### src/rtl/mips_16_trace_buf_if.sv
`default_nettype none
// ============================================================================
// Module   : mips_16_trace_buf_if
// Purpose  : Drain-side handshake bundle between the trace buffer and its
//            debug consumer.
// Signals  : out_valid - a trace record is available at the head
//            out_ready - consumer accepts the head record this cycle
//            out_data  - head record {pc[15:0], alu[15:0]}
// Modports : master - trace buffer (drives valid/data, samples ready)
//            slave  - consumer     (drives ready, samples valid/data)
// Revision : 1.0 - initial release
// ============================================================================
interface mips_16_trace_buf_if;
  logic        out_valid;
  logic        out_ready;
  logic [31:0] out_data;

  modport master (
    output out_valid,
    output out_data,
    input  out_ready
  );

  modport slave (
    input  out_valid,
    input  out_data,
    output out_ready
  );
endinterface
`default_nettype wire

### src/rtl/mips_16_trace_buf.sv
`default_nettype none
// ============================================================================
// Module   : mips_16_trace_buf
// Purpose  : Execution-trace capture FIFO downstream of the mips_16 core.
//            Records {pc, alu_result} each time the PC changes, queues the
//            records, and lets a debug consumer drain them via valid/ready.
//            Records that find no room are counted and flagged.
// Ports    : clk      - single clock, rising edge
//            reset    - asynchronous, active-low
//            pc_in    - core program counter
//            alu_in   - core ALU result
//            cap_en   - capture enable
//            clear    - synchronous flush (pointers, count, drop status)
//            out_if   - drain handshake (valid/ready/data), master side
//            count    - stored records, 0..DEPTH
//            overflow - sticky, a record was dropped
//            drop_cnt - saturating count of dropped records
// Revision : 1.0 - initial release
// ============================================================================
module mips_16_trace_buf #(
  parameter int DEPTH = 16,
  parameter int AW    = 4
) (
  input  wire logic          clk,
  input  wire logic          reset,
  input  wire logic [15:0]   pc_in,
  input  wire logic [15:0]   alu_in,
  input  wire logic          cap_en,
  input  wire logic          clear,
  mips_16_trace_buf_if.master out_if,
  output logic [AW:0]        count,
  output logic               overflow,
  output logic [7:0]         drop_cnt
);

  localparam logic [AW:0] C_FULL_CNT = (AW + 1)'(DEPTH);
  localparam logic [AW:0] C_CNT_ONE  = (AW + 1)'(1);
  localparam logic [AW-1:0] C_PTR_ONE = AW'(1);

  // Registered state
  logic [31:0]   mem_q [DEPTH];
  logic [31:0]   mem_d [DEPTH];
  logic [AW-1:0] wr_ptr_q, wr_ptr_d;
  logic [AW-1:0] rd_ptr_q, rd_ptr_d;
  logic [AW:0]   count_q,  count_d;
  logic          first_q,  first_d;
  logic [15:0]   last_pc_q, last_pc_d;
  logic          overflow_q, overflow_d;
  logic [7:0]    drop_cnt_q, drop_cnt_d;

  // Event decode
  logic w_candidate;
  logic w_full;
  logic w_pop;
  logic w_push;
  logic w_drop;

  // A record is only worth keeping when the PC moved; the very first sample
  // after reset/clear is always taken so the trace has a starting point.
  assign w_candidate = cap_en && (first_q || (pc_in != last_pc_q));
  assign w_full      = (count_q == C_FULL_CNT);
  assign w_pop       = (count_q != '0) && out_if.out_ready;
  // A full buffer still has room when the head leaves in the same cycle.
  assign w_push      = w_candidate && (!w_full || w_pop);
  assign w_drop      = w_candidate && !w_push;

  always_comb begin
    mem_d      = mem_q;
    wr_ptr_d   = wr_ptr_q;
    rd_ptr_d   = rd_ptr_q;
    count_d    = count_q;
    first_d    = first_q;
    last_pc_d  = last_pc_q;
    overflow_d = overflow_q;
    drop_cnt_d = drop_cnt_q;

    if (clear) begin
      // Flush wins over any same-cycle push/pop. Storage and last_pc are
      // left alone: first=1 guarantees the next sample is captured anyway.
      wr_ptr_d   = '0;
      rd_ptr_d   = '0;
      count_d    = '0;
      first_d    = 1'b1;
      overflow_d = 1'b0;
      drop_cnt_d = '0;
    end else begin
      if (w_candidate) begin
        first_d   = 1'b0;
        last_pc_d = pc_in;
      end

      if (w_push) begin
        mem_d[wr_ptr_q] = {pc_in, alu_in};
        wr_ptr_d        = wr_ptr_q + C_PTR_ONE;
      end

      if (w_pop) begin
        rd_ptr_d = rd_ptr_q + C_PTR_ONE;
      end

      case ({w_push, w_pop})
        2'b10:   count_d = count_q + C_CNT_ONE;
        2'b01:   count_d = count_q - C_CNT_ONE;
        default: count_d = count_q;
      endcase

      if (w_drop) begin
        overflow_d = 1'b1;
        if (drop_cnt_q != 8'hFF) begin
          drop_cnt_d = drop_cnt_q + 8'd1;
        end
      end
    end
  end

  always_ff @(posedge clk or negedge reset) begin
    if (!reset) begin
      for (int i = 0; i < DEPTH; i++) begin
        mem_q[i] <= '0;
      end
      wr_ptr_q   <= '0;
      rd_ptr_q   <= '0;
      count_q    <= '0;
      first_q    <= 1'b1;
      last_pc_q  <= '0;
      overflow_q <= 1'b0;
      drop_cnt_q <= '0;
    end else begin
      mem_q      <= mem_d;
      wr_ptr_q   <= wr_ptr_d;
      rd_ptr_q   <= rd_ptr_d;
      count_q    <= count_d;
      first_q    <= first_d;
      last_pc_q  <= last_pc_d;
      overflow_q <= overflow_d;
      drop_cnt_q <= drop_cnt_d;
    end
  end

  // Head is read straight from storage: a pushed record becomes visible the
  // edge after it is written, with no same-cycle fall-through.
  assign out_if.out_valid = (count_q != '0);
  assign out_if.out_data  = mem_q[rd_ptr_q];
  assign count            = count_q;
  assign overflow         = overflow_q;
  assign drop_cnt         = drop_cnt_q;

endmodule
`default_nettype wire

### src/flat_wrapper.sv
// flat-port wrapper written by rule: the top's interface ports become plain ports
module mips_16_trace_buf_flat 
#(
  parameter int DEPTH = 16,
  parameter int AW    = 4
)
  (clk, reset, pc_in, alu_in, cap_en, clear, count, overflow, drop_cnt, out_if_out_valid, out_if_out_data, out_if_out_ready);
  mips_16_trace_buf_if out_if_i ();
  input  wire logic clk;
  input  wire logic reset;
  input  wire logic [15:0] pc_in;
  input  wire logic [15:0] alu_in;
  input  wire logic cap_en;
  input  wire logic clear;
  output logic [AW:0] count;
  output logic overflow;
  output logic [7:0] drop_cnt;
  output wire logic [$bits(out_if_i.out_valid)-1:0] out_if_out_valid;
  output wire logic [$bits(out_if_i.out_data)-1:0] out_if_out_data;
  input wire logic [$bits(out_if_i.out_ready)-1:0] out_if_out_ready;
  assign out_if_out_valid = out_if_i.out_valid;
  assign out_if_out_data = out_if_i.out_data;
  assign out_if_i.out_ready = out_if_out_ready;
  mips_16_trace_buf #(.DEPTH(DEPTH), .AW(AW)) u_core (.clk(clk), .reset(reset), .pc_in(pc_in), .alu_in(alu_in), .cap_en(cap_en), .clear(clear), .out_if(out_if_i), .count(count), .overflow(overflow), .drop_cnt(drop_cnt));
endmodule
### config.mk
export PLATFORM = sky130hd
export DESIGN_NAME = mips_16_trace_buf_flat
export DESIGN_NICKNAME = d
export VERILOG_FILES = /design/src/rtl/mips_16_trace_buf_if.sv /design/src/rtl/mips_16_trace_buf.sv /design/src/flat_wrapper.sv
export SDC_FILE = /design/constraint.sdc
export NUM_CORES = 1
export LEC_CHECK = 0
export CORE_MARGIN = 8
export CORE_UTILIZATION = 30
export CTS_CLUSTER_DIAMETER = 200
export DETAILED_ROUTE_END_ITERATION = 10
export GPL_TIMING_DRIVEN = 0
export SLEW_MARGIN = 25
export SYNTH_ARGS = -nofsm -noshare
export SYNTH_HDL_FRONTEND = slang
export SYNTH_SLANG_ARGS = --single-unit
### constraint.sdc
create_clock -name clk -period 4.3 [get_ports clk]
set_clock_uncertainty 0.2 [all_clocks]
set_input_delay 0.43 -clock clk [delete_from_list [all_inputs] [get_ports clk]]
set_output_delay 0.43 -clock clk [all_outputs]
set_load 0.1 [all_outputs]
Word-level counts from Yosys, hierarchy flattened
Index checks and enable logic that the tools add are counted.

ROM bits: 0. Word-level logic and storage cells: 77. Latch bits: 0. Memory bits (writable): 0. Memories kept: 0. Register bits: 551.

Add/sub/neg operators: 5. Shift-type cells: 0. Eq/ne operators: 5. Order comparisons: 3. Reductions and logical operators: 19. Div/mod/pow operators: 0. Multiplexer cells: 19. Multipliers: 0. Bitwise logic cells: 3.

Operators with widths (count): 512-bit bitwise mux (1); 32-bit binary-select mux with 4-bit select (1); 32-bit demux with 4-bit select (1); 32-bit two-way mux (3); 8-bit two-way mux (3); 4-bit two-way mux (4); 16-bit != test (1); 5-bit >= comparator, second input constant (2); 4-bit NOT with 5-bit output (2); 5-bit one-hot mux with 2 select lines (1); 2-bit nonzero test (5); 4-bit by 1-bit adder with 4-bit output, second input constant (2); 8-bit by 1-bit adder with 8-bit output, second input constant (1); 8-bit != test, second input constant (1); 2-bit AND reduction (3); 5-bit by 1-bit adder with 5-bit output, second input constant (1); 5-bit == test, second input constant (1); 1-bit logical AND (5); 5-bit by 1-bit < comparator with 1-bit output, second input constant (1); 5-bit two-way mux (1); 5-bit nonzero test (1); 5-bit by 1-bit subtractor with 5-bit output, second input constant (1); 1-bit two-way mux (4); 3-bit nonzero test (1); 5 further kinds (7).

Depth between registers and ports, before layout
Word-level depth: 8. Depth in mapped cells: 13.

Least setup slack after synthesis
OpenSTA, ideal clock, no wires.

Path kind: register to register. Start: register u_core.count_q[1], in the netlist u_core.count[1]. End: register u_core.count_q[2], in the netlist u_core.count[2]. Stages on the path, launching flop included: 11. Path slack: 0.824 ns. Buffers on the path: 1. Clock period less this slack: 3.476 ns. Arrival time: 3.145 ns. Cells stage by stage: dfrtp_1 buf_2 or4_4 o21ai_1 nor2_1 xor2_1 ha_1 or3_1 mux2i_1 xnor2_1 nor2_1.

Cells in the longest elaborated chain, start to end: 7. Elaborated cells between the ends (all ways): 13. Classes of those cells: 2 x add/sub; 3 x eq/ne; 2 x mux; 6 x reduce/logical.

RTL lines: from (decl) (RTL line mips_16_trace_buf.sv:45) `logic [AW:0] count_q, count_d;`; from (signal assigned) (RTL line mips_16_trace_buf.sv:132) `count_q <= count_d;`; 5-bit == test or 5-bit nonzero test (tied branches) (RTL line mips_16_trace_buf.sv:61, mips_16_trace_buf.sv:62); 1-bit logical NOT or 1-bit logical AND (tied branches) (RTL line mips_16_trace_buf.sv:64, mips_16_trace_buf.sv:62); 1-bit logical OR (RTL line mips_16_trace_buf.sv:64) `assign w_push = w_candidate && (!w_full || w_pop);`; 1-bit logical AND (RTL line mips_16_trace_buf.sv:64); 2-bit by 1-bit == test with 1-bit output or 2-bit == test (tied branches) (RTL line mips_16_trace_buf.sv:101) `case ({w_push, w_pop})`; 5-bit one-hot mux with 2 select lines (RTL line mips_16_trace_buf.sv:101); 5-bit two-way mux (RTL line mips_16_trace_buf.sv:77) `if (clear) begin`.

Several ways; a longest one is shown, not always the timed one. A chain may end at the register's enable or synchronous reset.

Worst setup path in the final report
Start: register u_core.rd_ptr_q[0]. End: output out_if_out_data[20].

Cells in the longest elaborated chain, start to end: 4.

RTL lines: from (decl) (RTL line mips_16_trace_buf.sv:44) `logic [AW-1:0] rd_ptr_q, rd_ptr_d;`; from (signal assigned) (RTL line mips_16_trace_buf.sv:131) `rd_ptr_q <= rd_ptr_d;`; 4-bit NOT with 5-bit output (implied by the code) (RTL line mips_16_trace_buf.sv:143) `assign out_if.out_data = mem_q[rd_ptr_q];`; 32-bit binary-select mux with 4-bit select (RTL line mips_16_trace_buf.sv:143); 32-bit two-way mux (implied by the code) (2 in series) (RTL line mips_16_trace_buf.sv:143); to (decl) (RTL line flat_wrapper.sv:19) `output wire logic [$bits(out_if_i.out_data)-1:0] out_if_out_data;`.

Every way passes these cells. The select of a mux whose other input is x is not followed.

==> impl_results.md <==
- Status: finished clean
- CP bufs+invs: 4
- Synth async-reset ratio: 100.0%
- Fin crit share: 97.16%
- Slowest cell on the critical path: mux4_2
- Layout Cell Area excl Fill: 0.02911 mm²
- Vias per inst: 5.087
- Drt wl/cell: 24.11 µm
- Cell Area, Synth: about 0.025 mm²
- Clock Path Buffers: 3
- Slew Limit Fails: 0
- R2R Setup Slk: 0.55 ns
- Slowest stage delay, CP: 0.57 ns
- Fin. Hold Viols: 0
- Clock Sinks: 551
- Post-CTS Setup Bufs: 0
- RSZ-0062 raised after global routing: no
- Seq/Total Area, Yosys: between 50% and 60%
- # rows: 105
- Critical path startpoint category: flop
- Area growth syn-to-layout: 16.69%
- Routed WL: approximately 67 mm
- Initial Util: 30.33%
- Detail Route Antenna Nets: 0
- Minimum clock period: 4.178 ns
- Die width: around 300 µm
- Number of DRC markers in iteration 0: 869
- Crit-path cells: clkbuf_1 -> clkbuf_2 -> buf_4 -> mux4_2 -> mux4_2 -> clkdlybuf4s15_2
- Max Cap Viol: 0
- Avg Cell Area, Syn: 16.30 µm²
- Final setup violation count: 0
- Slew at the pin closest to its max-slew limit: 1.001 ns
- Maximum clock frequency: 239.4 MHz
- Number of synthesized flops with an enable pin: 0
- Core Region: 0.08224 mm²
- Detail Route met2 WL: 32.49 mm
- Depth of the most critical reg-to-reg path: 8
- All-Layer GR Usage: 14.31%
- Global-route wire length before repair: 101.5 mm
- Worst rel slew slack: 33.26%
- Post-synthesis sequential element count: 551
- Post-Syn Nets: 1575
- Tot Pwr: 16.13 mW
- Layout Utilization: 35.39%
- Reg2reg end: u_core.mem_q[52]
- GPL Wtd Cong: 0.7465
- # port buffers: 67
- Initial antenna violation count: 3
- H-tree depth: 2
- Leak pwr: 13.32 nW
- Ys flop type: dfrtp_1
- Placement Setup Slack: -0.5317 ns
- Total gr overflow: 0
- Most frequent CP cell: mux4_2
- PwrDens: 554.3 mW/mm²
- Mapped Cells: 1530
- Die height: 304.3 µm
- Yosys warns: 0
- Reg-to-Reg Start: u_core.last_pc_q[0]
- Met1 Routed Length: 29.64 mm
- Peak supply drop: between 0.0005 and 0.0006 V
- Setup crit end kind: output pin
- Clk slew on worst S/H paths: 0.07 ns
- Io pins: 84
- DR DRC count: 0
- CP top delay family: buffers and inverters
- Post-synthesis cell type count: 38
- Post-DP HPWL: 44.90 mm
- Worst-path maximum fanout: 10
- CTS tree: yes
- Drt pass-1 iters: 7
- Hold crit path type: in -> async
- DP Area: 0.02713 mm²
- Largest net degree at the start of global routing: just under 100
- Setup CP Type: reg -> out
- Crit path DAT: 3.55 ns
- Nets: between 1.5k and 2k
- Met3 Wirelength: 3.055 mm
- Worst Slack Setup Final: about 0.12 ns
- Clock root buffer: clkbuf_16
- Clk_lat worst skew: 0.63 ns
- Die area: just over 0.09 mm²
- Vias in the first global route: 15.63k
- Top Layer Used: met5
- Share of layout cells above drive strength 1: 52.90%
- Vias: approximately 14k
- Diodes inserted: 0
- CTS Buf Count: 57
- Critical Path RT: ~3.7 ns
where the power goes:
group / internal [mW] / leakage (nW) / total [mW] / switching [mW]
clock network: 2.95 / 0.939 / 5.04 / 2.09
logic: 1.71 / 4.93 / 4.96 / 3.25
registers: 5.81 / 7.45 / 6.13 / 0.323
per-layer routing:
layer | global-route usage (%) | vias up
met5 | 0 | -
met4 | 4.259 | 4
met3 | 2.962 | 103
met2 | 23.65 | 287
met1 | 18.91 | 7745
li1 | - | 5999
timing repair:
action	in CTS	in global routing
hold buffers	1	0
endpoints found under the hold margin	195	0
setup endpoints to repair	32	14
gates cloned	0	0
resized for setup	122	13
sequential cells by signal, indices dropped and copies added, names as in the netlist:
name / cells
u_core.mem_q: 512
u_core.last_pc_q: 16
u_core.drop_cnt: 8
u_core.count: 5
u_core.rd_ptr_q: 4
u_core.wr_ptr_q: 4
u_core.first_q: 1
u_core.overflow: 1
how the worst max path moves through the flow:
stage | to | from | depth (start not counted) | slack, ns
after floorplan | u_core.count[2] | u_core.count[1] | 10 | 0.82
after global placement | u_core.mem_q[400] | reset | 1 | -20.72
after detailed placement | out_if_out_data[2] | u_core.rd_ptr_q[0] | 6 | -0.53
after CTS | out_if_out_data[26] | u_core.rd_ptr_q[0] | 6 | -0.02
after global routing | out_if_out_data[17] | u_core.rd_ptr_q[0] | 6 | 0.01
final | out_if_out_data[20] | u_core.rd_ptr_q[0] | 6 | 0.12
Yosys cell counts (2+ instances only):
cell type / instances / area, µm²
xnor2_1: 19 / 166.4
and2_1: 2 / 12.51
nor3_1: 3 / 15.01
a31oi_1: 2 / 12.51
nand3_1: 6 / 30.03
mux2_2: 528 / 5946
or3_1: 3 / 18.77
and3_1: 3 / 18.77
dfrtp_1: 550 / 13760
nor2_1: 23 / 86.33
o21ai_1: 2 / 10.01
mux4_2: 160 / 3603
nand2_1: 9 / 33.78
o21ai_0: 4 / 20.02
nor2b_1: 2 / 12.51
ha_1: 8 / 100.1
inv_1: 3 / 11.26
o2111ai_1: 4 / 35.03
nand2b_1: 2 / 12.51
mux2i_1: 5 / 50.05
buf_2: 51 / 255.2
o31a_1: 2 / 17.52
nand4_1: 19 / 118.9
xor2_1: 12 / 105.1
clkbuf_1: 72 / 270.3
buf_1: 19 / 71.32
a21oi_1: 6 / 30.03
placed cells by master, fill, tap and decap left out, types with 5 or more instances in the layout:
master           instances
nand3_1                  6
clkdlybuf4s15_2         24
mux4_2                 160
clkbuf_16               58
buf_1                    7
buf_16                   6
ha_1                     8
clkbuf_2                19
buf_2                   57
clkbuf_8                13
a21oi_1                  5
nand2_1                  9
nor2_1                  23
xnor2_1                 19
clkbuf_1                72
clkinv_2                10
xor2_1                  12
dfrtp_1                550
nand4_1                 19
mux2i_1                  5
clkdlybuf4s50_1         32
buf_4                    9
mux2_2                 528
stage by stage:
stage	hold WS (ns)	TNS [ns]	cells
floorplan	-0.06559	0	1530
global placement	0.2811	-	2667
detailed placement	0.1071	-13.50	2673
CTS	0.05533	-0.03235	2779
global route	0.09577	0	2779
finish	0.07665	0	2779
logic make-up (layout without fill, tap and decap cells):
logic type / Yosys count / in the layout / share of synthesized area [%]
multiplexers: 694 / 694 / 38.53
AND/OR/NAND/NOR: 76 / 76 / 1.585
XOR/XNOR: 31 / 31 / 1.089
buffers and inverters: 145 / 324 / 2.438
AO/OA/AOI/OAI: 25 / 25 / 0.6722
flip-flops: 551 / 551 / 55.28
adder cells (fa/ha/maj): 8 / 8 / 0.4013
area by class of cell:
type	count	area, µm²
well taps	1070	1339
clock inverters	19	229.0
clock buffers	86	1687
fillers	7706	53130
inverters	3	11.26
flip-flops and latches	551	13790
multi-input cells	834	10560
repair buffers	74	834.6
plain buffers	142	658.1
Note: power is estimated with default switching activity, not from simulation.
